$ cat src/rtl/conv_window_gen_pkg.sv
// Shared types and window-indexing helpers for the 3x3 window generator.
package conv_pkg;

  localparam int unsigned DW = 8;

  typedef logic [DW-1:0] pixel_t;
  typedef pixel_t [8:0]  window_t;

  localparam int unsigned WIN_ROWS = 3;
  localparam int unsigned WIN_COLS = 3;

  // Flat element index of window position (r, c); r=0 is the oldest row
  function automatic int unsigned win_idx(input int unsigned r, input int unsigned c);
    return r * WIN_COLS + c;
  endfunction

endpackage

$ cat src/rtl/conv_window_gen_line_delay.sv
// Enable-gated row delay: a circular RAM with one pointer, read-before-write,
// so dout is the sample written exactly DEPTH enabled beats ago.
module conv_line_delay #(
  parameter int unsigned DEPTH = 16,
  parameter int unsigned DW    = 8
) (
  input  logic          clk,
  input  logic          rst,
  input  logic          en,
  input  logic [DW-1:0] din,
  output logic [DW-1:0] dout
);

  localparam int unsigned PW = (DEPTH > 1) ? $clog2(DEPTH) : 1;
  localparam logic [PW-1:0] PTR_LAST = PW'(DEPTH - 1);

  logic [DW-1:0] mem [DEPTH];
  logic [PW-1:0] ptr;

  assign dout = mem[ptr];

  // Pointer walks the ring once per enabled beat
  always_ff @(posedge clk or posedge rst) begin
    if (rst) begin
      ptr <= '0;
    end else if (en) begin
      ptr <= (ptr == PTR_LAST) ? '0 : ptr + 1'b1;
    end
  end

  // Storage overwrites the slot just read; contents need no reset
  always_ff @(posedge clk) begin
    if (en) begin
      mem[ptr] <= din;
    end
  end

endmodule

$ cat src/rtl/conv_window_gen.sv
// 3x3 window generator for a raster-order pixel stream (valid-convolution mode).
// Optional window counter output enabled by defining CONV_WIN_CNT_EN.
module conv_window_gen #(
  parameter int unsigned IMG_W = 16,
  parameter int unsigned DW    = 8,
  parameter int unsigned ROW_W = 12
) (
  input  logic            i_clk,
  input  logic            i_rst,
  input  logic            i_valid,
  input  logic [DW-1:0]   i_data,
  input  logic            i_last,
  output logic [9*DW-1:0] o_window,
  output logic            o_valid,
  output logic            o_last,
  output logic            o_frame_done
`ifdef CONV_WIN_CNT_EN
  ,
  output logic [ROW_W+7:0] o_win_count
`endif
);

  import conv_pkg::*;

  localparam int unsigned CW = $clog2(IMG_W);
  localparam logic [CW-1:0] COL_LAST = CW'(IMG_W - 1);

  logic [CW-1:0]    col;
  logic [ROW_W-1:0] row;
  logic [DW-1:0]    tap0, tap1, tap2;
  logic [DW-1:0]    sr [WIN_ROWS][WIN_COLS];
  logic             emit;

  assign tap0 = i_data;
  assign emit = i_valid && (row >= ROW_W'(2)) && (col >= CW'(2));

  conv_line_delay #(.DEPTH(IMG_W), .DW(DW)) u_dly_row1 (
    .clk  (i_clk),
    .rst  (i_rst),
    .en   (i_valid),
    .din  (tap0),
    .dout (tap1)
  );

  conv_line_delay #(.DEPTH(IMG_W), .DW(DW)) u_dly_row2 (
    .clk  (i_clk),
    .rst  (i_rst),
    .en   (i_valid),
    .din  (tap1),
    .dout (tap2)
  );

  // Raster position; i_last restarts at (0,0), row saturates
  always_ff @(posedge i_clk or posedge i_rst) begin
    if (i_rst) begin
      col <= '0;
      row <= '0;
    end else if (i_valid) begin
      if (i_last) begin
        col <= '0;
        row <= '0;
      end else if (col == COL_LAST) begin
        col <= '0;
        if (row != '1) row <= row + 1'b1;
      end else begin
        col <= col + 1'b1;
      end
    end
  end

  // Horizontal shift registers: index 0 holds the newest column of each tap
  always_ff @(posedge i_clk or posedge i_rst) begin
    if (i_rst) begin
      for (int unsigned t = 0; t < WIN_ROWS; t++)
        for (int unsigned k = 0; k < WIN_COLS; k++)
          sr[t][k] <= '0;
    end else if (i_valid) begin
      sr[0][0] <= tap0;
      sr[1][0] <= tap1;
      sr[2][0] <= tap2;
      for (int unsigned t = 0; t < WIN_ROWS; t++)
        for (int unsigned k = 1; k < WIN_COLS; k++)
          sr[t][k] <= sr[t][k-1];
    end
  end

  // Window is a fixed rewiring of the registered shift taps: oldest row/column at r=0/c=0
  always_comb begin
    o_window = '0;
    for (int unsigned r = 0; r < WIN_ROWS; r++)
      for (int unsigned c = 0; c < WIN_COLS; c++)
        o_window[DW*win_idx(r, c) +: DW] = sr[WIN_ROWS-1-r][WIN_COLS-1-c];
  end

  // Registered strobes, one cycle after the accepted beat
  always_ff @(posedge i_clk or posedge i_rst) begin
    if (i_rst) begin
      o_valid      <= 1'b0;
      o_last       <= 1'b0;
      o_frame_done <= 1'b0;
    end else begin
      o_valid      <= emit;
      o_last       <= emit && i_last;
      o_frame_done <= i_valid && i_last;
    end
  end

`ifdef CONV_WIN_CNT_EN
  // Per-frame window count, cleared by the first beat of the following frame
  always_ff @(posedge i_clk or posedge i_rst) begin
    if (i_rst) begin
      o_win_count <= '0;
    end else if (i_valid && (row == '0) && (col == '0)) begin
      o_win_count <= '0;
    end else if (emit) begin
      o_win_count <= o_win_count + 1'b1;
    end
  end
`endif

endmodule

$ cat config.mk
export PLATFORM = sky130hd
export DESIGN_NAME = conv_window_gen
export DESIGN_NICKNAME = d
export VERILOG_FILES = /design/src/rtl/conv_window_gen_pkg.sv /design/src/rtl/conv_window_gen_line_delay.sv /design/src/rtl/conv_window_gen.sv
export SDC_FILE = /design/constraint.sdc
export NUM_CORES = 1
export LEC_CHECK = 0
export CORE_ASPECT_RATIO = 1.1
export CORE_MARGIN = 8
export CORE_UTILIZATION = 59
export CTS_BUF_LIST = sky130_fd_sc_hd__clkbuf_16
export DETAILED_ROUTE_END_ITERATION = 6
export PLACE_DENSITY = 0.84
export SYNTH_ARGS = -nofsm -noshare
export SYNTH_HDL_FRONTEND = slang
export SYNTH_HIERARCHICAL = 1
export SYNTH_SLANG_ARGS = --single-unit
$ cat constraint.sdc
create_clock -name i_clk -period 4 [get_ports i_clk]
set_input_delay 0.8 -clock i_clk [delete_from_list [all_inputs] [get_ports i_clk]]
set_output_delay 0.8 -clock i_clk [all_outputs]
set_load 0.03 [all_outputs]
==> flow_summary.ini <==
[pwr]
peakVddDrop_mv = 0.496
p_clk_share_pct = 27.3
powerDensity_mw_per_mm2 = 774
intPower_mw = 8.74
swShare_pct = 31.6
leakagePower_nw = 6.02
p_comb_share_pct = 29.5
p_seq_share_pct = 43.2
p_switching_mw = 4.04

[yosys]
synth_cells = 750
synthMuxAreaShare_pct = 16.4
synth.avg_cell_area_um2 = 19.0
synth_top_area_share_pct = 54.0
synth_seq_area_share_pct = 71.3
synth-seq-cells = 355
synth_top_family_by_area = multiplexers
syn_area_mm2 = 0.0142
ys.warnings.count = 6
ys_types = 52
synth.top_cells.by_count = edfxtp_1 (256), dfrtp_1 (99), mux2_2 (72), mux4_2 (40), a22oi_1 (32)
synthXorXnorAreaFrac_pct = 0.123
synth_fa_ha_area_share_pct = 1.23
ys.flop_type = edfxtp_1
synth_top_area_cell = edfxtp_1
async_flop_share_pct = 27.9
synth_edf_count = 256
synth_fp_nets = 776
yosysMostFrequentCell = edfxtp_1
yosys.area_share.simple_pct = 4.63
synth_compound_area_share_pct = 3.86
synthTopCellsByArea = edfxtp_1 (54%), dfrtp_1 (17%), mux4_2 (6.3%)

[cts]
cts_tree = built
cts_resized = 0
cts_hold_buffers = 0
path_clk_slew_ns = 0.06
cts_root_buf = clkbuf_16
htreeDepth = 2
post-cts-setup-buffer-count = 0
clockBufferDepth = 3
clk_latency_ns = 0.52
numCtsBuffers = 36
cts.sink_count = 355

[sta]
finalSetupViolations = 0
tns_ns = 0
hold_viol = 0
clock.fmax_mhz = 329
slew_viol_final = 0
clock_skew_ns = 0.0156
timing.final.crit_share_pct = 76.0
slew_headroom_pct = 32.1
post-route-min-period_ns = 3.04
grt_setup_unrepaired = no
worst_pin_slew_ns = 1.02

[placed_design]
dpl-instance-area_mm2 = 0.0153
io_buffers = 86
gp_congestion = 0.842
place_inst = 1114
dp_hpwl_um = 18900

[layout]
antennaDiodeCount = 0
final_cells = 1180
syn_to_final_growth_pct = 15.9
drive_gt1_share_pct = 20.9
design_area_mm2 = 0.0165
layout.nets = 873
n_fill_cell = 1394

[global_routing]
antenna_found_initial = 0
grt_pass1_vias = 7773
grt_max_degree = 65
grt_overflow = 0
globalRouteTotalUtil_pct = 20.8
grt_pass1_wl_um = 45800

[setup_path]
worst-r2r-cell-count = 5
crit_type = register to register
required_ns = 4.39
cp-start-kind = register
cp_max_fo = 33
arrival_ns = 3.43
reg2reg_to = o_window[40]$_DFFE_PP0P_
r2r_start = u_dly_row1/ptr[0]$_DFFE_PP0P_
worst_setup_path_end_kind = register
r2r_slack_ns = 0.96

[routing]
ant_nets = 0
route.detailed.drc = 0
drt-wirelength-per-cell_um = 25.7
drt_iter0_markers = 754
vias = 7502
drt-vias-per-instance = 6.36
first_pass_iters = 5
totalWireLength_um = 30300

[die]
core_mm2 = 0.0237
pin_count = 87
die_y_um = 179
die_w_um = 164
row_count = 59
die-area_mm2 = 0.0294
start_util_pct = 60.1

[min_path]
hp-start = o_window[5]$_DFFE_PP0P_
hold_path_class = register to register
worstHoldEndpoint = o_window[5]$_DFFE_PP0P_
holdPathStages = 1

[job]
maxCapViolations = 0

[outcome]
outcome = finished, final reports clean
-- worst max path at each step --
stage,startpoint,slack (ns),to
2_1_floorplan,i_rst,0.84,col[0]$_DFFE_PP0P_
3_3_place_gp,u_dly_row1/ptr[0]$_DFFE_PP0P_,1.13,o_window[40]$_DFFE_PP0P_
3_5_place_dp,u_dly_row1/ptr[0]$_DFFE_PP0P_,0.97,o_window[40]$_DFFE_PP0P_
4_1_cts,u_dly_row1/ptr[0]$_DFFE_PP0P_,0.97,o_window[40]$_DFFE_PP0P_
5_1_grt,u_dly_row1/ptr[0]$_DFFE_PP0P_,0.78,o_window[40]$_DFFE_PP0P_
6_report,u_dly_row1/ptr[0]$_DFFE_PP0P_,0.96,o_window[40]$_DFFE_PP0P_
-- area by class of cell --
cell class / count / area (um2) / share of cell area [%]
Sequential cell: 355 / 10200 / 61.6
Clock inverter: 29 / 315 / 1.91
Clock buffer: 37 / 926 / 5.61
Inverter: 12 / 47.5 / 0.288
Timing Repair Buffer: 94 / 931 / 5.64
Multi-Input combinational cell: 348 / 3740 / 22.7
Tap cell: 305 / 382 / 2.31
-- state kept, by name (all words and copies together), names as in the netlist --
register / count
u_dly_row1/mem: 128
u_dly_row2/mem: 128
o_window: 72
row: 12
col: 4
u_dly_row1/ptr: 4
u_dly_row2/ptr: 4
o_frame_done: 1
o_last: 1
o_valid: 1
-- kinds of logic after synthesis --
| logic type | count (synthesis) |
|---|---|
| AOI/OAI and AO/OA | 78 |
| xor gates and xnor gates | 2 |
| adders and majority gates | 14 |
| buffers and inverters | 47 |
| DFF | 355 |
| muxes | 136 |
| and+or+nand+nor | 118 |
-- per-layer routing --
| metal | track usage, % | up-vias | share of wire, % |
|---|---|---|---|
| met5 | 0 | - | 0 |
| met4 | 10.4 | 0 | 3.7 |
| met3 | 3.19 | 74 | 7.3 |
| met2 | 36.5 | 385 | 52 |
| met1 | 24.8 | 3843 | 37 |
| li1 | - | 3200 | - |
-- critical path, cell delays in order, from the launching register on --
cell	delay, ns
dfrtp_2	1.04
buf_4	0.30
mux4_2	0.51
a22oi_1	0.21
nand2_1	0.39
mux2_2	0.44
-- cells in the final DEF, fill, tap and decap left out, drive strengths merged, types with 2 or more instances in the layout --
| cell type | synthesis | routed |
|---|---|---|
| a21o | 5 | 5 |
| and2 | 29 | 29 |
| buf | 27 | 9 |
| nand3 | 9 | 9 |
| clkdlybuf4s50 | 0 | 85 |
| edfxtp | 256 | 256 |
| clkbuf | 2 | 37 |
| ha | 14 | 14 |
| nor4 | 3 | 3 |
| nor2b | 7 | 7 |
| and4 | 5 | 5 |
| inv | 12 | 19 |
| a22oi | 32 | 32 |
| nand2 | 30 | 30 |
| o41ai | 4 | 4 |
| a21oi | 8 | 8 |
| a22o | 2 | 2 |
| mux4 | 64 | 64 |
| and3 | 16 | 16 |
| and2b | 2 | 2 |
| a31oi | 5 | 5 |
| nor2 | 10 | 10 |
| bufinv | 0 | 7 |
| xnor2 | 2 | 2 |
| clkinv | 0 | 14 |
| mux2 | 72 | 72 |
| dfrtp | 99 | 99 |
| o21ai | 13 | 13 |
| nand4 | 2 | 2 |
-- power by group through the flow --
stage          logic (mW)  clock network, mW  registers [mW]
2_1_floorplan        2.13                  0            5.86
3_3_place_gp         3.59                  0            5.53
3_5_place_dp         3.73                  0            5.58
4_1_cts              3.78               3.53            5.52
5_1_grt              3.97               3.66            5.60
6_report             3.77               3.49            5.52
-- through the flow --
step,setup WS [ns],hold WS [ns],utilization [%],power [mW]
floorplan,0.836,0.522,-,7.99
finish,0.960,0.506,69.7,12.8
global route,0.784,0.513,69.7,13.2
CTS,0.966,0.508,69.7,12.8
detailed placement,0.972,0.495,64.4,9.31
global placement,1.13,0.490,64.4,9.12
No activity file was read; power rests on OpenSTA's default activity.
